===== src/rtl/count_pkg.sv =====
// Shared types and constants for the modulo count limiter.
// Limit-region FSM state encoding and range-end mode selectors.
package count_pkg;

    typedef enum logic {
        ST_BELOW = 1'b0,
        ST_ABOVE = 1'b1
    } state_t;

    localparam int MODE_WRAP = 0;
    localparam int MODE_SAT  = 1;

endpackage


===== src/rtl/modulo_count_limiter_if.sv =====
// Control/status bundle for modulo_count_limiter; master drives requests, slave is the counter.
// Purely wiring: no latency, no backpressure (requests are accepted every cycle).
interface modulo_count_limiter_if #(
    parameter int WIDTH = 7
);
    logic             clear;
    logic             load;
    logic [WIDTH-1:0] load_data;
    logic             inc;
    logic             dec;
    logic             alarm_ack;

    logic [WIDTH-1:0] count;
    logic             above_limit;
    logic             at_max;
    logic             at_min;
    logic             ovf_pulse;
    logic             unf_pulse;
    logic             alarm;

    modport master (
        output clear, load, load_data, inc, dec, alarm_ack,
        input  count, above_limit, at_max, at_min, ovf_pulse, unf_pulse, alarm
    );

    modport slave (
        input  clear, load, load_data, inc, dec, alarm_ack,
        output count, above_limit, at_max, at_min, ovf_pulse, unf_pulse, alarm
    );

endinterface


===== src/rtl/limit_compare.sv =====
// Combinational limit comparator on the next count value.
// Zero latency; no backpressure.
module limit_compare #(
    parameter int WIDTH = 7,
    parameter int LIMIT = 99,
    parameter int HYST  = 0
) (
    input  logic [WIDTH-1:0] next_count,
    output logic             gt_limit,
    output logic             le_release
);

    localparam int               REL     = LIMIT - HYST;
    localparam logic [WIDTH-1:0] LIMIT_V = LIMIT[WIDTH-1:0];
    localparam logic [WIDTH-1:0] REL_V   = REL[WIDTH-1:0];

    assign gt_limit   = (next_count > LIMIT_V);
    assign le_release = (next_count <= REL_V);

endmodule


===== src/rtl/modulo_count_limiter.sv =====
// Up/down modulo counter with hysteretic limit flag, range-end pulses and alarm; count latency 1 cycle, no backpressure.
// Optional feature macro LIMIT_ALARM_LATCH_EN: makes alarm sticky until alarm_ack.
module modulo_count_limiter
    import count_pkg::*;
#(
    parameter int WIDTH    = 7,
    parameter int MAX_VAL  = 127,
    parameter int LIMIT    = 99,
    parameter int HYST     = 0,
    parameter int SAT_MODE = MODE_WRAP
) (
    input  logic                 clk,
    input  logic                 rst_n,
    modulo_count_limiter_if.slave bus
);

    localparam logic [WIDTH-1:0] MAX_V = MAX_VAL[WIDTH-1:0];

    logic [WIDTH-1:0] count_q;
    logic [WIDTH-1:0] next_count;
    logic             ovf_d, unf_d, ovf_q, unf_q;
    logic             gt_limit, le_release, entry;
    state_t           state_q, state_d;

    // Priority: clear, load, then inc/dec; opposing inc+dec cancel out.
    always_comb begin
        next_count = count_q;
        ovf_d      = 1'b0;
        unf_d      = 1'b0;
        if (bus.clear) begin
            next_count = '0;
        end else if (bus.load) begin
            next_count = (bus.load_data > MAX_V) ? MAX_V : bus.load_data;
        end else if (bus.inc && !bus.dec) begin
            if (count_q == MAX_V) begin
                ovf_d      = 1'b1;
                next_count = (SAT_MODE == MODE_SAT) ? MAX_V : '0;
            end else begin
                next_count = count_q + 1'b1;
            end
        end else if (bus.dec && !bus.inc) begin
            if (count_q == '0) begin
                unf_d      = 1'b1;
                next_count = (SAT_MODE == MODE_SAT) ? '0 : MAX_V;
            end else begin
                next_count = count_q - 1'b1;
            end
        end
    end

    limit_compare #(
        .WIDTH (WIDTH),
        .LIMIT (LIMIT),
        .HYST  (HYST)
    ) u_limit_compare (
        .next_count (next_count),
        .gt_limit   (gt_limit),
        .le_release (le_release)
    );

    always_comb begin
        state_d = state_q;
        entry   = 1'b0;
        case (state_q)
            ST_BELOW: begin
                if (gt_limit) begin
                    state_d = ST_ABOVE;
                    entry   = 1'b1;
                end
            end
            ST_ABOVE: begin
                if (le_release) state_d = ST_BELOW;
            end
            default: state_d = ST_BELOW;
        endcase
    end

    always_ff @(posedge clk) begin
        if (!rst_n) begin
            count_q <= '0;
            state_q <= ST_BELOW;
            ovf_q   <= 1'b0;
            unf_q   <= 1'b0;
        end else begin
            count_q <= next_count;
            state_q <= state_d;
            ovf_q   <= ovf_d;
            unf_q   <= unf_d;
        end
    end

`ifdef LIMIT_ALARM_LATCH_EN
    logic alarm_q;

    // A fresh entry outranks an ack arriving in the same cycle.
    always_ff @(posedge clk) begin
        if (!rst_n) begin
            alarm_q <= 1'b0;
        end else if (entry) begin
            alarm_q <= 1'b1;
        end else if (bus.alarm_ack) begin
            alarm_q <= 1'b0;
        end
    end

    assign bus.alarm = alarm_q;
`else
    logic unused_alarm_sig;
    assign unused_alarm_sig = ^{bus.alarm_ack, entry};
    assign bus.alarm        = (state_q == ST_ABOVE);
`endif

    assign bus.count       = count_q;
    assign bus.above_limit = (state_q == ST_ABOVE);
    assign bus.at_max      = (count_q == MAX_V);
    assign bus.at_min      = (count_q == '0);
    assign bus.ovf_pulse   = ovf_q;
    assign bus.unf_pulse   = unf_q;

endmodule

===== src/flat_wrapper.sv =====
// flat-port wrapper written by rule: the top's interface ports become plain ports
module modulo_count_limiter_flat import count_pkg::*;
#(
    parameter int WIDTH    = 7,
    parameter int MAX_VAL  = 127,
    parameter int LIMIT    = 99,
    parameter int HYST     = 0,
    parameter int SAT_MODE = MODE_WRAP
)
  (clk, rst_n, bus_clear, bus_load, bus_load_data, bus_inc, bus_dec, bus_alarm_ack, bus_count, bus_above_limit, bus_at_max, bus_at_min, bus_ovf_pulse, bus_unf_pulse, bus_alarm);
  modulo_count_limiter_if #(.WIDTH(WIDTH)) bus_i ();
  input  logic clk;
  input  logic rst_n;
  input wire logic [$bits(bus_i.clear)-1:0] bus_clear;
  input wire logic [$bits(bus_i.load)-1:0] bus_load;
  input wire logic [$bits(bus_i.load_data)-1:0] bus_load_data;
  input wire logic [$bits(bus_i.inc)-1:0] bus_inc;
  input wire logic [$bits(bus_i.dec)-1:0] bus_dec;
  input wire logic [$bits(bus_i.alarm_ack)-1:0] bus_alarm_ack;
  output wire logic [$bits(bus_i.count)-1:0] bus_count;
  output wire logic [$bits(bus_i.above_limit)-1:0] bus_above_limit;
  output wire logic [$bits(bus_i.at_max)-1:0] bus_at_max;
  output wire logic [$bits(bus_i.at_min)-1:0] bus_at_min;
  output wire logic [$bits(bus_i.ovf_pulse)-1:0] bus_ovf_pulse;
  output wire logic [$bits(bus_i.unf_pulse)-1:0] bus_unf_pulse;
  output wire logic [$bits(bus_i.alarm)-1:0] bus_alarm;
  assign bus_i.clear = bus_clear;
  assign bus_i.load = bus_load;
  assign bus_i.load_data = bus_load_data;
  assign bus_i.inc = bus_inc;
  assign bus_i.dec = bus_dec;
  assign bus_i.alarm_ack = bus_alarm_ack;
  assign bus_count = bus_i.count;
  assign bus_above_limit = bus_i.above_limit;
  assign bus_at_max = bus_i.at_max;
  assign bus_at_min = bus_i.at_min;
  assign bus_ovf_pulse = bus_i.ovf_pulse;
  assign bus_unf_pulse = bus_i.unf_pulse;
  assign bus_alarm = bus_i.alarm;
  modulo_count_limiter #(.WIDTH(WIDTH), .MAX_VAL(MAX_VAL), .LIMIT(LIMIT), .HYST(HYST), .SAT_MODE(SAT_MODE)) u_core (.clk(clk), .rst_n(rst_n), .bus(bus_i));
endmodule

===== config.mk =====
export PLATFORM = sky130hd
export DESIGN_NAME = modulo_count_limiter_flat
export DESIGN_NICKNAME = d
export VERILOG_FILES = /design/src/rtl/count_pkg.sv /design/src/rtl/modulo_count_limiter_if.sv /design/src/rtl/limit_compare.sv /design/src/rtl/modulo_count_limiter.sv /design/src/flat_wrapper.sv
export SDC_FILE = /design/constraint.sdc
export NUM_CORES = 1
export LEC_CHECK = 0
export BUFFER_PORTS_ARGS = -buffer_cell sky130_fd_sc_hd__buf_2
export CAP_MARGIN = 10
export CORE_MARGIN = 1
export CORE_UTILIZATION = 30
export DETAILED_ROUTE_END_ITERATION = 7
export PLACE_DENSITY_LB_ADDON = 0.08
export SLEW_MARGIN = 20
export SYNTH_ARGS = -nofsm -noshare
export SYNTH_HDL_FRONTEND = slang
export SYNTH_HIERARCHICAL = 1
export SYNTH_SLANG_ARGS = --single-unit

===== constraint.sdc =====
create_clock -name clk -period 2.8 [get_ports clk]
set_input_delay 0.56 -clock clk [delete_from_list [all_inputs] [get_ports clk]]
set_output_delay 0.56 -clock clk [all_outputs]
set_load 0.02 [all_outputs]

==> qor.txt <==
OUTCOME
------------------------------------------------------------------------------------------------------
Run status .............................................................................. finished, final reports clean

CTS
------------------------------------------------------------------------------------------------------
Hold-fix buffers, CTS ...................................................................            0
CTS H-Tree Depth ........................................................................            1
TritonCTS clock tree ....................................................................         done
Post-CTS sizing .........................................................................            0
Clock sink total ........................................................................           10
Post-CTS setup repair buffer count ......................................................            0
Total clock buffers created by CTS ......................................................            3
Clock transition at the register clock pins on the worst setup and hold paths after CTS .        80 ps
Source-to-sink clock delay at the later pin of the worst-skew pair ......................       270 ps
Max clock buf depth .....................................................................            2
CTS root buf ............................................................................     clkbuf_4

SETUP PATH
------------------------------------------------------------------------------------------------------
Cells along the critical path ........................................................... or4_1 > nor3_1 > nor4_1 > a2111oi_1 > o311a_1 > inv_1 > mux2i_1 > and2_1
Count of buffer and inverter cells on the critical path .................................            1
Worst endpoint required time ............................................................      3020 ps
CP top delay family ..................................................................... simple AND/OR/NAND/NOR gates
Delay contributed by the slowest stage of the critical path .............................       660 ps
Reg2reg end ............................................................................. u_core/bus.above_limit$_SDFF_PN0_
Category of the critical setup timing path .............................................. flop to flop
CP startpoint kind ......................................................................         flop
Launch point of the critical path ....................................................... u_core/bus.count[5]$_SDFF_PN0_
Kind of end point of the critical path ..................................................         flop
Worst reg2reg setup slack ...............................................................       220 ps
Beginning of the worst register-to-register path ........................................ u_core/bus.count[5]$_SDFF_PN0_
Data arrival time at the worst-slack endpoint ...........................................      2790 ps
Cell with the largest stage delay on the worst path .....................................        or4_1
Crit path max fanout ....................................................................            7
Worst reg-to-reg path cell count ........................................................            8

DRT
------------------------------------------------------------------------------------------------------
1st-iter DRT viols ......................................................................           35
DR WL met2 ..............................................................................     1.038 mm
Routed length on met3 ...................................................................       188 um
Via-to-Cell Ratio .......................................................................        5.613
Total vias in the final route ...........................................................          943
DRT Wirelength ..........................................................................     2.396 mm
Met1 wire length ........................................................................     1.157 mm
DRC violations left .....................................................................            0
Highest Signal Layer ....................................................................         met4
Average routed wire per standard cell ...................................................     14.26 um
Number of antenna-violating nets in the routed design ...................................            0
Number of detailed-routing iterations run before antenna repair .........................            4

POWER
------------------------------------------------------------------------------------------------------
Cell area power density ................................................................. 391.9 nW/um^2
Pleak ...................................................................................    0.4704 nW
Worst IR Drop VDD .......................................................................    0.2333 mV

STA
------------------------------------------------------------------------------------------------------
Sum of negative setup slack .............................................................         0 ps
Worst Slack Setup Final .................................................................     223.2 ps
Min Clock Period, post-route ............................................................      2577 ps
Final Max Slew Viols ....................................................................            0
Final hold violation count ..............................................................            0
Maximum clock frequency .................................................................    388.1 MHz
Slew of the pin with the lowest slew margin .............................................     607.7 ps
Tightest slew margin relative to the limit ..............................................       0.5938
Setup clock skew after layout ...........................................................     6.479 ps
RSZ-0062 raised after global routing ....................................................           no
Final count of negative-setup-slack endpoints ...........................................            0
Share of the clock period used by the worst path ........................................       0.9203

PLACED DESIGN
------------------------------------------------------------------------------------------------------
RD Place Congestion .....................................................................       0.7438
Sum of net half-perimeters after detailed placement .....................................     1.783 mm
Pre-CTS setup slack .....................................................................     304.3 ps
Cell area after placement ...............................................................    1005 um^2
Port Buf Inserts ........................................................................           25
Number of instances in the placed design ................................................          164

SYNTH
------------------------------------------------------------------------------------------------------
Cell count after synthesis ..............................................................          112
Post-Synthesis Net Count ................................................................          129
Count of yosys warnings during synthesis ................................................            6
Cell area after synthesis ...............................................................   862.1 um^2
Syn avg cell area .......................................................................   7.697 um^2

RUN
------------------------------------------------------------------------------------------------------
Max Cap Violations ......................................................................            0

DIE
------------------------------------------------------------------------------------------------------
Number of ports placed on the die boundary ..............................................           27
Die height ..............................................................................     55.61 um
Row cnt .................................................................................           19
Die span in x ...........................................................................     55.61 um
Total core area .........................................................................    2734 um^2
Die area ................................................................................    3092 um^2
Starting Density ........................................................................       0.3153

GLOBAL ROUTING
------------------------------------------------------------------------------------------------------
Global-route wire length before repair ..................................................     3.995 mm
Maximum number of pins on one net before global-route repair ............................           22
Number of antenna violations at the first check in global routing .......................            0
Total GRT Usage .........................................................................       0.1635
Overflow left after global routing ......................................................            0
Number of global-route vias before repair ...............................................          842

LAYOUT
------------------------------------------------------------------------------------------------------
Final std cells w/o fill ................................................................          168
Ratio of cells with drive above 1 in the final layout ...................................       0.2774
Area growth, synth to finish ............................................................       20.75%
Final design instance area without fill .................................................    1041 um^2
Antenna fix cells .......................................................................            0
Number of nets at the end of the flow ...................................................          155

MIN PATH
------------------------------------------------------------------------------------------------------
Hold/Removal Path Class ................................................................. input pin to flop
Hold Startpoint .........................................................................        rst_n
Worst hold path depth ...................................................................            2
Endpoint of the worst hold path ......................................................... u_core/bus.count[1]$_SDFF_PN0_

registers in the layout, summed over array words and instances, names as in the netlist:
name / flops
u_core/bus.ovf_pulse: 1
u_core/bus.above_limit: 1
u_core/bus.count: 7
u_core/bus.unf_pulse: 1
final cells by class:
type	count	area (um^2)
well taps	31	38.79
flip-flops and latches	10	200.2
multi-input cells	84	569.3
fillers	306	1693
inverters	9	33.78
clock buffers	4	36.28
repair buffers	30	162.7
cells in the final DEF (no fill, tap or decap), types with 4 or more instances in the layout:
master,instances
nor3_1,4
buf_2,25
a221oi_1,4
a21oi_1,6
buf_4,5
o21ai_0,5
inv_1,9
nor2_1,6
nand2b_1,5
dfxtp_1,10
nand2_1,6
report_power, final:
group / switching (W) / internal (W)
logic: 0.0000711 / 0.0000484
clock network: 0.0000563 / 0.0000790
registers: 0.00000567 / 0.000148
total: 0.000133 / 0.000275
metrics by stage:
stage / power, W / hold WS, ps / util
2_1_floorplan: 0.0002405 / 667.2 / -
3_3_place_gp: 0.0002744 / 592.8 / 0.3675
3_5_place_dp: 0.0002749 / 599.3 / 0.3675
4_1_cts: 0.0004120 / 511.9 / 0.3808
5_1_grt: 0.0004339 / 513.4 / 0.3808
6_report: 0.0004080 / 516.8 / 0.3808
worst max path at each step:
| stage | endpoint | cells after the start |
|---|---|---|
| floorplan | u_core/bus.above_limit$_SDFF_PN0_ | 10 |
| global placement | u_core/bus.above_limit$_SDFF_PN0_ | 8 |
| detailed placement | u_core/bus.above_limit$_SDFF_PN0_ | 8 |
| CTS | u_core/bus.above_limit$_SDFF_PN0_ | 8 |
| global route | u_core/bus.above_limit$_SDFF_PN0_ | 8 |
| finish | u_core/bus.above_limit$_SDFF_PN0_ | 8 |
metal layers:
layer	vias to the layer above	track usage
met5	-	0
met4	0	0.04286
met3	2	0.04419
met2	40	0.2478
met1	434	0.2290
li1	467	-
Note: power is estimated with default switching activity, not from simulation.
